[config.mk]
export PLATFORM = sky130hd
export DESIGN_NAME = sprite_motion_ctrl
export DESIGN_NICKNAME = d
export VERILOG_FILES = /design/src/rtl/sprite_motion_ctrl_pkg.sv /design/src/rtl/sprite_motion_ctrl_tile_snap.sv /design/src/rtl/sprite_motion_ctrl.sv
export SDC_FILE = /design/constraint.sdc
export NUM_CORES = 1
export LEC_CHECK = 0
export CORE_ASPECT_RATIO = 2
export CORE_MARGIN = 5
export CORE_UTILIZATION = 50
export DETAILED_ROUTE_END_ITERATION = 16
export PLACE_DENSITY_LB_ADDON = 0.1
export SLEW_MARGIN = 10
export SYNTH_ARGS = -nofsm -noshare
export SYNTH_HDL_FRONTEND = slang
export SYNTH_SLANG_ARGS = --single-unit
[constraint.sdc]
create_clock -name clk -period 7.72 [get_ports clk]
set_input_delay 1.158 -clock clk [delete_from_list [all_inputs] [get_ports clk]]
set_output_delay 1.158 -clock clk [all_outputs]
set_load 0.02 [all_outputs]
[src/rtl/sprite_motion_ctrl_pkg.sv]
// Shared definitions for the sprite motion controller and the address generator:
// map geometry, sprite-sheet frame counts and the update FSM state encoding.
package sprite_motion_ctrl_pkg;

    localparam int TILE_SHIFT        = 5;
    localparam int SPR_W             = 32;
    localparam int SPR_H             = 32;
    localparam int MAP_COLS          = 20;
    localparam int MAP_ROWS          = 15;
    localparam int SHEET_IDLE_FRAMES = 4;
    localparam int SHEET_WALK_FRAMES = 6;

    typedef enum logic [2:0] {
        ST_WAIT = 3'd0,
        ST_HQ0  = 3'd1,
        ST_HQ1  = 3'd2,
        ST_HRES = 3'd3,
        ST_VQ0  = 3'd4,
        ST_VQ1  = 3'd5,
        ST_VRES = 3'd6,
        ST_ANIM = 3'd7
    } motion_state_t;

    // Next animation frame, wrapping after the last frame of a sheet of 'count' frames.
    function automatic logic [2:0] frame_wrap(input logic [2:0] cur, input logic [2:0] count);
        logic [2:0] nxt;
        if (cur >= count - 3'd1) begin
            nxt = 3'd0;
        end else begin
            nxt = cur + 3'd1;
        end
        return nxt;
    endfunction

endpackage

[src/rtl/sprite_motion_ctrl_tile_snap.sv]
// One-axis collision helper: converts a candidate position into the grid cell of its
// leading edge, forces out-of-map probes solid and computes the snap-back position.
module tile_snap
    import sprite_motion_ctrl_pkg::*;
#(
    parameter int LEAD_LIMIT  = MAP_COLS,
    parameter int ORTHO_LIMIT = MAP_ROWS,
    parameter int SPAN        = SPR_W,
    parameter int ORTHO_SPAN  = SPR_H,
    parameter int LEAD_W      = 5,
    parameter int ORTHO_W     = 4
) (
    input  logic signed [10:0]  pos_n,
    input  logic                dir_pos,
    input  logic [9:0]          ortho,
    input  logic                ortho_far,
    output logic [LEAD_W-1:0]   lead_cell,
    output logic [ORTHO_W-1:0]  ortho_cell,
    output logic                force_solid,
    output logic [9:0]          snap_pos
);

    localparam logic signed [10:0] SPAN_S       = 11'(SPAN);
    localparam logic signed [10:0] EDGE_S       = 11'(SPAN - 1);
    localparam logic signed [10:0] LEAD_LIM_S   = 11'(LEAD_LIMIT);
    localparam logic [10:0]        ORTHO_EDGE_S = 11'(ORTHO_SPAN - 1);
    localparam logic [10:0]        ORTHO_LIM_S  = 11'(ORTHO_LIMIT);

    logic signed [10:0] lead_s;
    logic signed [10:0] cell_s;
    logic signed [10:0] snap_s;
    logic [10:0]        ortho_edge_s;
    logic [10:0]        ortho_full_s;

    // Leading-edge cell, probe cell on the other axis, bounds forcing and snap target.
    always_comb begin
        if (dir_pos) begin
            lead_s = pos_n + EDGE_S;
        end else begin
            lead_s = pos_n;
        end
        cell_s = lead_s >>> TILE_SHIFT;
        if (ortho_far) begin
            ortho_edge_s = {1'b0, ortho} + ORTHO_EDGE_S;
        end else begin
            ortho_edge_s = {1'b0, ortho};
        end
        ortho_full_s = ortho_edge_s >> TILE_SHIFT;
        force_solid  = (lead_s < 11'sd0) || (cell_s >= LEAD_LIM_S) || (ortho_full_s >= ORTHO_LIM_S);
        // Moving positive: park against the near side of the hit cell; otherwise just past it.
        if (dir_pos) begin
            snap_s = (cell_s <<< TILE_SHIFT) - SPAN_S;
        end else begin
            snap_s = (cell_s + 11'sd1) <<< TILE_SHIFT;
        end
        lead_cell  = LEAD_W'(cell_s);
        ortho_cell = ORTHO_W'(ortho_full_s);
        snap_pos   = 10'(snap_s);
    end

endmodule

[src/rtl/sprite_motion_ctrl.sv]
// Per-frame player controller: walk, jump and gravity with tile collision through the
// shared lookup port; the visible sprite state is committed all at once in ANIM.
module sprite_motion_ctrl
    import sprite_motion_ctrl_pkg::*;
#(
    parameter int INIT_X      = 32,
    parameter int INIT_Y      = 416,
    parameter int WALK_SPD    = 2,
    parameter int JUMP_V      = 10,
    parameter int FALL_MAX    = 8,
    parameter int ANIM_DIV    = 6,
    parameter int IDLE_FRAMES = SHEET_IDLE_FRAMES,
    parameter int WALK_FRAMES = SHEET_WALK_FRAMES
) (
    input  logic       clk,
    input  logic       rst,
    input  logic       frame_tick,
    input  logic       btn_left,
    input  logic       btn_right,
    input  logic       btn_jump,
    output logic [4:0] tile_qx,
    output logic [3:0] tile_qy,
    input  logic       tile_solid,
    output logic [9:0] img_x,
    output logic [9:0] img_y,
    output logic [2:0] frame_idx,
    output logic       is_moving,
    output logic       face_left,
    output logic       on_ground,
    output logic       busy
);

    localparam logic signed [10:0] WALK_S     = 11'(WALK_SPD);
    localparam logic signed [5:0]  JUMP_S     = 6'(-JUMP_V);
    localparam logic signed [5:0]  FALL_S     = 6'(FALL_MAX);
    localparam logic [2:0]         ANIM_DIV_S = 3'(ANIM_DIV);
    localparam logic [2:0]         IDLE_CNT_S = 3'(IDLE_FRAMES);
    localparam logic [2:0]         WALK_CNT_S = 3'(WALK_FRAMES);

    motion_state_t state_r, state_s;

    logic [9:0]         x_r, y_r;
    logic signed [5:0]  vel_r;
    logic               og_r;
    logic signed [10:0] dx_r;
    logic [2:0]         cnt_r;
    logic               hit0_r, force_r;

    logic signed [10:0] dx_btn_s, dx_s, nx_s, ny_s;
    logic signed [5:0]  vel_grav_s, vel_new_s, vel_s;
    logic               jump_s, hit1_s, h_block_s, v_block_s, moving_s, face_s;
    logic [9:0]         x_new_s, x_s;
    logic [4:0]         h_cell_s, v_ocell_s, qx_s;
    logic [3:0]         h_ocell_s, v_cell_s, qy_s;
    logic               h_force_s, v_force_s, q_force_s;
    logic [9:0]         h_snap_s, v_snap_s;
    logic [2:0]         frame_s, cnt_s;

    // Horizontal step from the buttons, candidate x and its collision resolution.
    always_comb begin
        if (btn_right && !btn_left) begin
            dx_btn_s = WALK_S;
        end else if (btn_left && !btn_right) begin
            dx_btn_s = -WALK_S;
        end else begin
            dx_btn_s = 11'sd0;
        end
        if (state_r == ST_WAIT) begin
            dx_s = dx_btn_s;
        end else begin
            dx_s = dx_r;
        end
        nx_s      = $signed({1'b0, x_r}) + dx_s;
        hit1_s    = tile_solid | force_r;
        h_block_s = (dx_r != 11'sd0) && (hit0_r || hit1_s);
        if (h_block_s) begin
            x_new_s = h_snap_s;
        end else begin
            x_new_s = 10'(nx_s);
        end
    end

    // Jump/gravity velocity; during HRES the vertical probes already use the resolved x.
    always_comb begin
        jump_s = og_r & btn_jump;
        if (vel_r >= FALL_S) begin
            vel_grav_s = FALL_S;
        end else begin
            vel_grav_s = vel_r + 6'sd1;
        end
        if (jump_s) begin
            vel_new_s = JUMP_S;
        end else begin
            vel_new_s = vel_grav_s;
        end
        if (state_r == ST_HRES) begin
            vel_s = vel_new_s;
            x_s   = x_new_s;
        end else begin
            vel_s = vel_r;
            x_s   = x_r;
        end
        ny_s      = $signed({1'b0, y_r}) + 11'(vel_s);
        v_block_s = hit0_r | hit1_s;
    end

    tile_snap #(
        .LEAD_LIMIT (MAP_COLS),
        .ORTHO_LIMIT(MAP_ROWS),
        .SPAN       (SPR_W),
        .ORTHO_SPAN (SPR_H),
        .LEAD_W     (5),
        .ORTHO_W    (4)
    ) u_snap_h (
        .pos_n      (nx_s),
        .dir_pos    (dx_s > 11'sd0),
        .ortho      (y_r),
        .ortho_far  (state_r == ST_HQ0),
        .lead_cell  (h_cell_s),
        .ortho_cell (h_ocell_s),
        .force_solid(h_force_s),
        .snap_pos   (h_snap_s)
    );

    tile_snap #(
        .LEAD_LIMIT (MAP_ROWS),
        .ORTHO_LIMIT(MAP_COLS),
        .SPAN       (SPR_H),
        .ORTHO_SPAN (SPR_W),
        .LEAD_W     (4),
        .ORTHO_W    (5)
    ) u_snap_v (
        .pos_n      (ny_s),
        .dir_pos    (vel_s > 6'sd0),
        .ortho      (x_s),
        .ortho_far  (state_r == ST_VQ0),
        .lead_cell  (v_cell_s),
        .ortho_cell (v_ocell_s),
        .force_solid(v_force_s),
        .snap_pos   (v_snap_s)
    );

    // Next-state sequencing; a tick outside WAIT is simply dropped.
    always_comb begin
        state_s = state_r;
        case (state_r)
            ST_WAIT: begin
                if (frame_tick) begin
                    state_s = ST_HQ0;
                end else begin
                    state_s = ST_WAIT;
                end
            end
            ST_HQ0:  state_s = ST_HQ1;
            ST_HQ1:  state_s = ST_HRES;
            ST_HRES: state_s = ST_VQ0;
            ST_VQ0:  state_s = ST_VQ1;
            ST_VQ1:  state_s = ST_VRES;
            ST_VRES: state_s = ST_ANIM;
            ST_ANIM: state_s = ST_WAIT;
            default: state_s = ST_WAIT;
        endcase
    end

    // Query presented for the upcoming probe state, so its answer lands one state later.
    always_comb begin
        qx_s      = tile_qx;
        qy_s      = tile_qy;
        q_force_s = force_r;
        case (state_r)
            ST_WAIT: begin
                if (frame_tick) begin
                    qx_s      = h_cell_s;
                    qy_s      = h_ocell_s;
                    q_force_s = h_force_s;
                end else begin
                    q_force_s = force_r;
                end
            end
            ST_HQ0: begin
                qx_s      = h_cell_s;
                qy_s      = h_ocell_s;
                q_force_s = h_force_s;
            end
            ST_HRES, ST_VQ0: begin
                qx_s      = v_ocell_s;
                qy_s      = v_cell_s;
                q_force_s = v_force_s;
            end
            default: q_force_s = force_r;
        endcase
    end

    // Animation step and facing computed for the commit in ANIM.
    always_comb begin
        moving_s = (dx_r != 11'sd0);
        if (dx_r < 11'sd0) begin
            face_s = 1'b1;
        end else if (dx_r > 11'sd0) begin
            face_s = 1'b0;
        end else begin
            face_s = face_left;
        end
        if (moving_s != is_moving) begin
            frame_s = 3'd0;
            cnt_s   = 3'd0;
        end else if (cnt_r + 3'd1 == ANIM_DIV_S) begin
            cnt_s   = 3'd0;
            frame_s = frame_wrap(frame_idx, moving_s ? WALK_CNT_S : IDLE_CNT_S);
        end else begin
            cnt_s   = cnt_r + 3'd1;
            frame_s = frame_idx;
        end
    end

    // State, query port and busy registers.
    always_ff @(posedge clk or posedge rst) begin
        if (rst) begin
            state_r <= ST_WAIT;
            tile_qx <= 5'd0;
            tile_qy <= 4'd0;
            force_r <= 1'b0;
            busy    <= 1'b0;
        end else begin
            state_r <= state_s;
            tile_qx <= qx_s;
            tile_qy <= qy_s;
            force_r <= q_force_s;
            busy    <= (state_s != ST_WAIT);
        end
    end

    // Working copies of position, velocity and ground contact, updated per phase.
    always_ff @(posedge clk or posedge rst) begin
        if (rst) begin
            x_r    <= 10'(INIT_X);
            y_r    <= 10'(INIT_Y);
            vel_r  <= 6'sd0;
            og_r   <= 1'b1;
            dx_r   <= 11'sd0;
            cnt_r  <= 3'd0;
            hit0_r <= 1'b0;
        end else begin
            case (state_r)
                ST_WAIT: if (frame_tick) dx_r <= dx_btn_s;
                ST_HQ1, ST_VQ1: hit0_r <= tile_solid | force_r;
                ST_HRES: begin
                    x_r   <= x_new_s;
                    vel_r <= vel_new_s;
                    if (jump_s) og_r <= 1'b0;
                end
                ST_VRES: begin
                    if (v_block_s) begin
                        y_r   <= v_snap_s;
                        vel_r <= 6'sd0;
                        if (vel_r > 6'sd0) og_r <= 1'b1;
                    end else begin
                        y_r  <= 10'(ny_s);
                        og_r <= 1'b0;
                    end
                end
                ST_ANIM: cnt_r <= cnt_s;
                default: hit0_r <= hit0_r;
            endcase
        end
    end

    // Visible sprite state, changed only in ANIM so the consumer sees a coherent set.
    always_ff @(posedge clk or posedge rst) begin
        if (rst) begin
            img_x     <= 10'(INIT_X);
            img_y     <= 10'(INIT_Y);
            frame_idx <= 3'd0;
            is_moving <= 1'b0;
            face_left <= 1'b0;
            on_ground <= 1'b1;
        end else if (state_r == ST_ANIM) begin
            img_x     <= x_r;
            img_y     <= y_r;
            frame_idx <= frame_s;
            is_moving <= moving_s;
            face_left <= face_s;
            on_ground <= og_r;
        end
    end

endmodule
==> metrics.txt <==
status complete, no violations; Seq cells post-synth 73; vias in the first global route 4759; number of synthesized flops with an enable pin 0; Max-slew headroom 27.3%; Slowest-stage cell, CP clkdlybuf4s50_1; # fillers 928; Starting Density 51.1%; number of buffers and inverters on the critical path 4; Worst-Margin Slew 1.09 ns; largest net degree at the start of global routing 41; Routed WL per cell 17.3 um; first-pass GRT wire length 22.3 mm; critical-path cell list clkdlybuf4s50_1 > inv_1 > ha_1 > o21ai_0 > ha_1 > inv_1 > fa_1 > nand2b_1 > a21oi_2 > xnor2_1 > nor2_1 > nor2_1 > nor4_1 > xnor2_1 > inv_1 > ha_1 > nand2_1 > a21oi_1 > nor3b_1 > mux2i_1 > a21o_1 > xor2_1 > a221o_1 > a31oi_1; Buffers on Ports 42; CP peak stage delay 0.47 ns; Setup crit end tile_qx[4]; CTS tree built; Synth Instances 588; max cap viols 0; worst min path class reg -> reg; R2R setup slack 2.06 ns; Worst Path Required 7.98 ns; total number of vias 4437; post-synth design cell area 5150 um2; Register Area 1840 um2; Routed Wire Length 13.3 mm; Distinct cells, synth 65; area of the multi-input gates 3090 um2; CP Data Arrival Time 6.38 ns; main flop type after synthesis dfrtp_1; max-slew violations 0; RePlAce Congestion 0.914; worst setup margin 1.60 ns; Final #Nets 671; critical path depth 24; Synth Warn # 0; hold_buf cts 0; Max Fclk 163 MHz; Max Root-Sink Buffers 2; die extent in y 154 um; GRT Util Overall 23.0%; Crit Path Category in -> reg; Worst-path clk slew 0.06 ns; vias per cell 5.78; Cell Rows 52; post-placement setup slack 1.35 ns; crit path time final 6.12 ns; worst skew pair latency 0.34 ns; Clock Skews 0.00649 ns; Syn Area/Cell 8.77 um2; CP delay by family, top simple AND/OR/NAND/NOR gates; final setup vio count 0; Final period util 79.2%; critical path fanouts, max 4; ant diodes 0; CTS Buf Count 9; Layout area overhead 16.6%; r2r startpoint state_r[1]; clock sinks 73; Root Buffer Master clkbuf_16; ys async rst share 100%; most common cell after layout, fill and taps aside dfrtp_1; die footprint 12600 um2; Core Region 10100 um2; grt ovf 0; DRT iter0 DRCs 181; most frequent cells in the layout dfrtp_1 (63), nand2_1 (58), o21ai_0 (52); CTS resizes 0; Setup Buffers After CTS 0; setup TNS 0 ns; number of routed nets with antenna violations 0; share of layout cells above drive strength 1 10.7%; initial antenna violation count 0; Seq/Total Area, Yosys 35.7%; hpwl dp 10.3 mm; Synth Net Count 631; DRC viols 0; # placed instances 752; r2r endpoint tile_qx[4]; crit end category flip-flop; DR pass1 iterations 5; Hold Vio Cnt, Final 0; Finished Layout Cells 768; number of I/O pins 43; RSZ-0062 raised after global routing no; Critical path origin btn_right; R2R depth 23; Die Span X 81.8 um; Setup crit start kind input pin; H-tree Lvls 3
-- registers in the layout (all words and copies together) (netlist names), 2 cells and up --
name       cells
x_r           10
y_r           10
img_x         10
state_r        3
tile_qy        4
tile_qx        5
vel_r          6
dx_r           2
img_y         10
frame_idx      3
cnt_r          3
-- how the worst min path moves through the flow --
stage                     startpoint    endpoint  slack, ns  cells past startpoint
after floorplan             cnt_r[2]    cnt_r[2]       0.47                      1
after global placement    tile_qx[2]  tile_qx[2]       0.45                      2
after detailed placement  tile_qx[2]  tile_qx[2]       0.47                      2
after CTS                 tile_qx[2]  tile_qx[2]       0.48                      2
after global routing        img_x[7]    img_x[7]       0.51                      1
final                       img_y[1]    img_y[1]       0.48                      2
-- logic make-up (layout without fill, tap and decap cells) --
group,Yosys count,count (layout),share of synthesized area (%)
adder cells (fa/ha/maj),36,36,9.17
AND/OR/NAND/NOR,185,185,17.5
AO/OA/AOI/OAI,175,175,21.9
flip-flops,73,73,35.7
multiplexers,24,24,5.12
buffers and inverters,58,103,4.37
XOR/XNOR,37,37,6.29
-- routing by layer --
layer / wire length, um / share of wire [%] / global-route usage, % / vias up
met3: 366 / 2.8 / 3.69 / 38
met1: 4630 / 35 / 22.4 / 2147
met2: 7700 / 58 / 43.3 / 83
li1: - / - / - / 2169
met4: 584 / 4.4 / 12.6 / 0
met5: 0 / 0 / 0 / -
-- synth_stat cells (4+ instances only) --
| master | number | area (um2) |
|---|---|---|
| and2_1 | 5 | 31.3 |
| or2_2 | 4 | 25.0 |
| o21a_1 | 6 | 45.0 |
| dfstp_2 | 10 | 263 |
| nand3_1 | 16 | 80.1 |
| mux2_2 | 19 | 214 |
| inv_1 | 39 | 146 |
| a22o_1 | 4 | 35.0 |
| nor3_1 | 14 | 70.1 |
| dfrtp_1 | 63 | 1580 |
| a21oi_1 | 43 | 215 |
| nand2_1 | 58 | 218 |
| xor2_1 | 15 | 131 |
| nor2_1 | 48 | 180 |
| a21o_1 | 16 | 120 |
| xnor2_1 | 22 | 193 |
| nand2b_1 | 9 | 56.3 |
| mux2i_1 | 5 | 50.1 |
| o21ai_1 | 4 | 20.0 |
| ha_1 | 33 | 413 |
| o31ai_1 | 5 | 37.5 |
| or3_1 | 6 | 37.5 |
| clkbuf_1 | 17 | 63.8 |
| o21ai_0 | 52 | 260 |
| a31oi_1 | 6 | 37.5 |
| nor3b_1 | 4 | 30.0 |
-- through the flow --
stage / hold slack, ns / area, um2 / util [%]
after global routing: 0.511 / 6010 / 59.6
after CTS: 0.482 / 6010 / 59.6
after global placement: 0.455 / 5710 / 56.6
after detailed placement: 0.470 / 5710 / 56.6
final: 0.483 / 6010 / 59.6
after floorplan: 0.467 / 5150 / -
-- cell type report --
| cell class | instances | area share [%] |
|---|---|---|
| Tap cell | 135 | 2.81 |
| Multi-Input combinational cell | 457 | 51.4 |
| Inverter | 39 | 2.44 |
| Sequential cell | 73 | 30.6 |
| Clock buffer | 11 | 4.04 |
| Clock inverter | 5 | 0.937 |
| Timing Repair Buffer | 48 | 7.75 |
-- worst register-to-register path, stage by stage (launching register included) --
cell	delay, ns
dfrtp_1	0.52
nor3_1	0.59
nand2_1	0.10
o21ai_0	0.10
buf_4	0.22
inv_1	0.08
fa_1	0.42
nand2b_1	0.20
a21oi_2	0.24
xnor2_1	0.17
nor2_1	0.35
nor2_1	0.16
nor4_1	0.45
xnor2_1	0.25
inv_1	0.08
ha_1	0.32
nand2_1	0.07
a21oi_1	0.05
nor3b_1	0.22
mux2i_1	0.10
a21o_1	0.22
xor2_1	0.17
a221o_1	0.38
a31oi_1	0.16
Power is left out: the tool's default activity adds up to more than one toggle a clock period on the data nets, which glitch-free logic cannot reach.
